File: src/rtl/tlc_phase_arbiter.sv
// Round-robin GREEN/YELLOW/ALL_RED scheduler for four traffic approaches.
// Ports: clk, reset (async, active-low), ena, tick, peak, req[3:0] in;
//        tl[7:0], grant[3:0], timer[7:0], phase[1:0] out, all registered.
module tlc_phase_arbiter #(
  parameter int GREEN_PEAK = 30,
  parameter int GREEN_OFF  = 15,
  parameter int MIN_GREEN  = 5,
  parameter int YELLOW_T   = 3,
  parameter int ALLRED_T   = 1
) (
  input  logic       clk,
  input  logic       reset,
  input  logic       ena,
  input  logic       tick,
  input  logic       peak,
  input  logic [3:0] req,
  output logic [7:0] tl,
  output logic [3:0] grant,
  output logic [7:0] timer,
  output logic [1:0] phase
);

  typedef enum logic [1:0] {
    S_IDLE   = 2'd0,
    S_GREEN  = 2'd1,
    S_YELLOW = 2'd2,
    S_ALLRED = 2'd3
  } state_t;

  state_t     r_state;
  logic [3:0] r_pend;
  logic [1:0] r_last;
  logic [3:0] r_grant;
  logic [7:0] r_timer;
  logic [7:0] r_dur;
  logic [7:0] r_tl;

  logic       w_win_vld;
  logic [1:0] w_win;
  logic [3:0] w_win_oh;
  logic [3:0] w_cap;
  logic [7:0] w_dur_new;
  logic [8:0] w_elapsed;
  logic       w_gap;

  function automatic logic [7:0] f_tl(
    input logic [3:0] g,
    input logic [1:0] c
  );
    logic [7:0] t;
    t = '0;
    for (int i = 0; i < 4; i++)
      if (g[i]) t[2*i +: 2] = c;
    return t;
  endfunction

  // Search starts just after the last served approach.
  always_comb begin
    w_win_vld = 1'b0;
    w_win     = 2'd0;
    for (int k = 1; k <= 4; k++) begin
      if (!w_win_vld && r_pend[r_last + 2'(k)]) begin
        w_win_vld = 1'b1;
        w_win     = r_last + 2'(k);
      end
    end
  end

  assign w_win_oh  = 4'b0001 << w_win;
  assign w_dur_new = peak ? 8'(GREEN_PEAK) : 8'(GREEN_OFF);

  // The green approach may not queue itself again while green.
  assign w_cap = r_pend |
    (req & ~((r_state == S_GREEN) ? r_grant : 4'b0000));

  // Ticks of green already shown, including the current one.
  assign w_elapsed = {1'b0, r_dur} - {1'b0, r_timer} + 9'd1;

  assign w_gap = (w_elapsed >= 9'(MIN_GREEN)) &&
                 !(|(req & r_grant)) &&
                 (|(r_pend & ~r_grant));

  always_ff @(posedge clk or negedge reset) begin
    if (!reset) begin
      r_state <= S_IDLE;
      r_pend  <= '0;
      r_last  <= 2'd3;
      r_grant <= '0;
      r_timer <= '0;
      r_dur   <= '0;
      r_tl    <= '0;
    end else if (ena) begin
      r_pend <= w_cap;
      if (tick) begin
        unique case (r_state)
          S_IDLE: begin
            if (w_win_vld) begin
              r_state <= S_GREEN;
              r_grant <= w_win_oh;
              r_last  <= w_win;
              r_pend  <= w_cap & ~w_win_oh;
              r_timer <= w_dur_new;
              r_dur   <= w_dur_new;
              r_tl    <= f_tl(w_win_oh, 2'd2);
            end else begin
              r_timer <= '0;
            end
          end
          S_GREEN: begin
            if (r_timer == 8'd1 || w_gap) begin
              r_state <= S_YELLOW;
              r_timer <= 8'(YELLOW_T);
              r_tl    <= f_tl(r_grant, 2'd1);
            end else begin
              r_timer <= r_timer - 8'd1;
            end
          end
          S_YELLOW: begin
            if (r_timer == 8'd1) begin
              r_state <= S_ALLRED;
              r_timer <= 8'(ALLRED_T);
              r_tl    <= '0;
            end else begin
              r_timer <= r_timer - 8'd1;
            end
          end
          S_ALLRED: begin
            if (r_timer == 8'd1) begin
              if (w_win_vld) begin
                r_state <= S_GREEN;
                r_grant <= w_win_oh;
                r_last  <= w_win;
                r_pend  <= w_cap & ~w_win_oh;
                r_timer <= w_dur_new;
                r_dur   <= w_dur_new;
                r_tl    <= f_tl(w_win_oh, 2'd2);
              end else begin
                r_state <= S_IDLE;
                r_grant <= '0;
                r_timer <= '0;
              end
            end else begin
              r_timer <= r_timer - 8'd1;
            end
          end
        endcase
      end
    end
  end

  assign tl    = r_tl;
  assign grant = r_grant;
  assign timer = r_timer;
  assign phase = r_state;

endmodule

File: config.mk
export PLATFORM = sky130hd
export DESIGN_NAME = tlc_phase_arbiter
export DESIGN_NICKNAME = d
export VERILOG_FILES = /design/src/rtl/tlc_phase_arbiter.sv
export SDC_FILE = /design/constraint.sdc
export NUM_CORES = 1
export LEC_CHECK = 0
export BUFFER_PORTS_ARGS = -buffer_cell sky130_fd_sc_hd__buf_2
export CELL_PAD_IN_SITES_DETAIL_PLACEMENT = 1
export CELL_PAD_IN_SITES_GLOBAL_PLACEMENT = 1
export CORE_UTILIZATION = 30
export CTS_BUF_LIST = sky130_fd_sc_hd__clkbuf_4
export CTS_CLUSTER_DIAMETER = 40
export DETAILED_ROUTE_END_ITERATION = 6
export GPL_TIMING_DRIVEN = 0
export PLACE_DENSITY_LB_ADDON = 0.1
export SKIP_CTS_REPAIR_TIMING = 1
export SLEW_MARGIN = 15
export SYNTH_ARGS = -nofsm -noshare
export SYNTH_HDL_FRONTEND = slang
export SYNTH_SLANG_ARGS = --single-unit
File: constraint.sdc
create_clock -name clk -period 3.6 [get_ports clk]
set_input_delay 0.18 -clock clk [delete_from_list [all_inputs] [get_ports clk]]
set_output_delay 0.18 -clock clk [all_outputs]
set_load 0.1 [all_outputs]
Yosys cells after proc, flatten, opt, wreduce, memory -nomap -nowiden
Index checks and enable logic that the tools add are counted.

Output and inout port bits: 22. Memories kept: 0. Memory bits (read-only): 0. RAM bits: 0. Bits in latches: 0. Input bits: 9. Register bits: 36. Logic and storage cells: 110.

$lt $le $gt $ge: 5. Divide/modulo/power cells: 0. Multiplexer cells: 56. Equality and inequality tests: 8. Add/sub/neg operators: 6. Shift operators: 1. Reductions and logical operators: 19. Bitwise operators: 8. Multipliers: 0.

Operator list (count): 8-bit two-way mux (9); 8-bit one-hot mux with 4 select lines (2); 2-bit two-way mux (14); 4-bit two-way mux (7); 4-bit bitwise AND (4); 4-bit one-hot mux with 2 select lines (2); 8-bit one-hot mux with 2 select lines (1); 1-bit two-way mux (13); 2-bit by 3-bit less-than comparator with 1-bit output, second input constant (4); 4-bit NOT (3); 5-bit two-way mux (2); 5-bit AND reduction (2); 9-bit by 1-bit adder with 9-bit output, second input constant (1); 9-bit by 3-bit greater-or-equal comparator with 1-bit output, second input constant (1); 8-bit by 8-bit subtractor with 9-bit output (1); 1-bit binary-select mux with 2-bit select (4); 8-bit by 1-bit == test with 1-bit output, second input constant (1); 2-bit one-hot mux with 4 select lines (1); 4-bit OR reduction (2); 8-bit by 1-bit subtractor with 8-bit output, second input constant (1); 2-bit inequality test, second input constant (3); 6-bit AND reduction (1); 1-bit logical AND (5); 2-bit adder, second input constant (2); 13 further kinds (17).

Longest topological paths before layout
Depth in word-level cells: 20. Mapped depth: 12. Gate-level depth less buffers: 12.

Least setup slack after synthesis
OpenSTA, ideal clock, no wires.

Path kind: register -> register. Start: register r_timer[2] (netlist: timer[2]). End: register r_timer[5] (netlist: timer[5]). Setup slack: 0.218 ns. Stages on the path, launching flop included: 11. Clock period less this slack: 3.382 ns. Library setup time: 0.078 ns. Required time: 3.522 ns. Path buffers: 0. Arrival: 3.304 ns. Path through: dfrtp_1 inv_1 ha_1 inv_1 fa_1 nand2b_1 a21oi_1 mux2i_1 o311a_4 or4_1 o21ai_1.

Longest elaborated chain between the ends: 8. Elaborated cells between the ends (all ways): 12. Classes of those cells: add/sub (3); order compare (1); eq/ne (1); mux (4); reduce/logical (3).

Ends and longest elaborated chain: start, declared (line 34) `logic [7:0] r_timer;`; start signal, assigned (line 102) `r_timer <= w_dur_new;`; start signal, assigned (line 112) `r_timer <= 8'(YELLOW_T);`; start signal, assigned (line 115) `r_timer <= r_timer - 8'd1;`; 8-bit by 8-bit subtractor with 9-bit output (line 77) `assign w_elapsed = {1'b0, r_dur} - {1'b0, r_timer} + 9'd1;`; 9-bit by 1-bit adder with 9-bit output (line 77); 9-bit by 3-bit greater-or-equal comparator with 1-bit output (line 79) `assign w_gap = (w_elapsed >= 9'(MIN_GREEN)) &&`; 1-bit logical AND (line 79); 1-bit logical AND (line 80) `!(|(req & r_grant)) &&`; 1-bit logical OR (line 110) `if (r_timer == 8'd1 || w_gap) begin`; 8-bit two-way mux (line 110); 8-bit one-hot mux with 4 select lines (*) (line 95) `unique case (r_state)`.

Every way passes the cells marked *; elsewhere a longest branch is shown, timed or not. A chain may end at the register's enable or synchronous reset.

Worst setup path in the final report
Start: register r_timer[2] (netlist: timer[2]). End: register r_state[1] (netlist: phase[1]).

Longest elaborated chain between the ends: 8. Elaborated cells between the ends (all ways): 11. Classes of those cells: add/sub (2); order compare (1); eq/ne (4); reduce/logical (4).

Ends and longest elaborated chain: 8-bit by 8-bit subtractor with 9-bit output (line 77); 9-bit by 1-bit adder with 9-bit output (line 77); 9-bit by 3-bit greater-or-equal comparator with 1-bit output (line 79); 1-bit logical AND (line 79); 1-bit logical AND (line 80); 1-bit logical OR (line 110); 2-bit by 1-bit inequality test with 1-bit output (no line); 6-bit AND reduction (no line) (*); end signal, assigned (line 85) `r_state <= S_IDLE;`; end signal, assigned (line 111) `r_state <= S_YELLOW;`; end signal, assigned (line 120) `r_state <= S_ALLRED;`; end, declared (line 30) `state_t r_state;`.

Marked as above.

==> flow_summary.json <==
{
  "yosysSeqAreaShare": 0.3618,
  "dr.pass1.iters": 4,
  "cp.required_ps": 3840,
  "critPathKind": "reg2reg",
  "yosysWarnings": 0,
  "drv_slew": 0,
  "grt_overflow": 0,
  "antenna-diode-count": 0,
  "dp.final_hpwl_um": 4647,
  "synth.net_count": 267,
  "synth_cell_types": 50,
  "rsz0062_at_grt": "no",
  "start_util": 0.3131,
  "ys_ff_latch": 31,
  "cts_buffers": 5,
  "slew-limit-headroom": 0.4977,
  "cp-start-kind": "flip-flop",
  "dieArea_um2": 7512,
  "via_per_inst": 5.176,
  "drc": 0,
  "holdWs_ps": 109.2,
  "fin_skew_ps": 12.23,
  "cts_tree": "built",
  "grt_pass1_vias": 1905,
  "hp-class": "in2reg",
  "nets": 305,
  "critPathSlowestCell": "dfrtp_1",
  "antenna_found_initial": 0,
  "postRouteAntennaNets": 0,
  "path_max_fanout": 7,
  "clk_latency_ps": 350,
  "min-delay-start": "peak",
  "arrival_ps": 3370,
  "track_usage": 0.1768,
  "placed_area_um2": 2421,
  "core_area_um2": 6869,
  "num_rows": 30,
  "grt_pass1_wl_um": 9998,
  "die_w_um": 86.67,
  "crit_path_frequent_cell": "inv_1",
  "routed_wl_um": 6085,
  "clock_sinks": 31,
  "utilization": 0.3650,
  "hold_depth": 2,
  "drtIter0Drc": 98,
  "worst_pin_slew_ps": 747.2,
  "cp_top_family": "multiplexers",
  "outcome": "completed",
  "synth-edff-count": 0,
  "portBuffers": 30,
  "async_flop_share": 1.000,
  "critPathMaxStageDelay_ps": 510,
  "finalInstanceArea_um2": 2507,
  "die_h_um": 86.67,
  "hold_viol": 0,
  "syn-cell-area_um2": 2151,
  "ys.flop_type": "dfrtp_1",
  "place_congestion": 0.7688,
  "cts-root-buf": "clkbuf_4",
  "r2r_start": "timer[2]",
  "synth_cells": 241,
  "maxCapViolCount": 0,
  "grt_max_degree": 32,
  "wl_per_cell_um": 16.18,
  "clockBufferDepth": 2,
  "htreeDepth": 2,
  "vias": 1946,
  "layout-drive-gt1-share": 0.1893,
  "fmax_mhz": 319.9,
  "min_period_ps": 3126,
  "cts.clk_slew.worst_paths_ps": 110,
  "fin_setup_tns_ps": 0,
  "io_pins": 31,
  "worstPathCellList": "inv_1 > ha_1 > inv_1 > fa_1 > nand2b_1 > a21oi_1 > mux2i_1 > o311ai_1 > nor2_1 > mux2_2",
  "min_to": "r_dur[0]",
  "worst_r2r_path_depth": 10,
  "timing.reg2reg.setup_slack_ps": 470,
  "end_kind": "flip-flop",
  "setup_viol": 0,
  "critPathBufInv": 2,
  "min_period_over_period": 0.8684,
  "synth.avg_cell_area_um2": 8.925,
  "areaGrowthSynthToFinish_pct": 16.58,
  "reg2reg_to": "phase[1]"
}
## sequential cells by signal, summed over array words and instances (netlist names)
| signal | count |
|---|---|
| phase | 2 |
| tl | 8 |
| r_last | 2 |
| timer | 8 |
| grant | 4 |
| r_pend | 4 |
| r_dur | 3 |
## placed cells by master, fill, tap and decap left out, drive strengths merged, types with 2 or more instances in the layout
cell type / count
nor2: 18
mux2i: 5
a211oi: 4
o22ai: 5
a31oi: 6
or3: 4
buf: 30
a21oi: 19
o21bai: 2
a21o: 2
nor4: 3
or4: 2
clkbuf: 8
or2: 2
o21ai: 13
nand3: 7
mux2: 7
clkinv: 2
nand2: 31
ha: 16
inv: 23
nor3: 3
nand2b: 8
a22oi: 5
nor2b: 2
dfstp: 2
xor2: 2
dfrtp: 29
## how the worst max path moves through the flow
stage / startpoint / end / depth (start not counted)
global placement: timer[1] / phase[1] / 11
floorplan: timer[2] / timer[5] / 10
detailed placement: timer[2] / phase[1] / 10
global route: timer[2] / phase[0] / 10
finish: timer[2] / phase[1] / 10
CTS: timer[2] / phase[1] / 10
## metal layers
layer / vias to the layer above / part of all wire / global-route usage / wire length, um
met2: 31 / 0.44 / 0.2677 / 2675
met1: 967 / 0.52 / 0.2571 / 3190
met4: 0 / 0.010 / 0.04545 / 62
met3: 5 / 0.026 / 0.03429 / 156
met5: - / 0 / 0 / 0
li1: 943 / - / - / -
## metrics by stage
| stage | worst slack, ps | instances |
|---|---|---|
| floorplan | 217.7 | 241 |
| global placement | 527.8 | 367 |
| detailed placement | 499.4 | 367 |
| CTS | 468.8 | 375 |
| global route | 202.3 | 376 |
| finish | 473.9 | 376 |
## final cells by class
class	instances	area, um^2
Timing Repair Buffer	31	160.2
Buffer	5	56.30
Multi-Input combinational cell	182	1230
Inverter	23	86.33
Sequential cell	31	778.2
Fill cell	850	4362
Tap cell	96	120.1
Clock buffer	5	37.54
Clock inverter	3	38.79
## kinds of logic (layout without fill, tap and decap cells)
group / after synthesis / after routing / share of synthesized area
buf+inv: 28 / 67 / 0.06632
compound gates: 67 / 67 / 0.2059
flops: 31 / 31 / 0.3618
xor+xnor: 2 / 2 / 0.008146
mux: 12 / 12 / 0.05992
fa+ha+maj: 17 / 17 / 0.1024
simple gates: 84 / 84 / 0.1955
## cells in the mapped netlist, types with 2 or more instances
library cell / instances / area share
a22oi_1: 5 / 0.017
nand2b_1: 8 / 0.023
inv_1: 23 / 0.040
o22ai_1: 5 / 0.015
nand3_1: 7 / 0.016
ha_1: 16 / 0.093
clkbuf_1: 2 / 0.0035
nand2_1: 29 / 0.051
mux2i_1: 5 / 0.023
or3_1: 4 / 0.012
or4_1: 2 / 0.0070
o21bai_1: 2 / 0.0070
mux2_1: 4 / 0.021
xor2_1: 2 / 0.0081
a31oi_1: 6 / 0.017
nor2b_1: 2 / 0.0058
mux2_2: 3 / 0.016
nor3_1: 3 / 0.0070
a21o_1: 2 / 0.0070
dfstp_2: 2 / 0.024
dfrtp_1: 29 / 0.34
o21ai_0: 12 / 0.028
nor4_1: 2 / 0.0058
nor2_1: 18 / 0.031
or2_2: 2 / 0.0058
a21oi_1: 19 / 0.044
a211oi_1: 4 / 0.014
## worst register-to-register path: cells and delay by family (launching register included)
| family | cells | cell delay, ps |
|---|---|---|
| muxes | 2 | 790 |
| adders and majority gates | 2 | 770 |
| DFF | 1 | 510 |
| and+or+nand+nor | 2 | 410 |
| AOI/OAI and AO/OA | 2 | 380 |
| buffers and inverters | 2 | 180 |
Power is not shown: default switching activity piles up to over one toggle a cycle in this logic, so the estimate is an artifact.
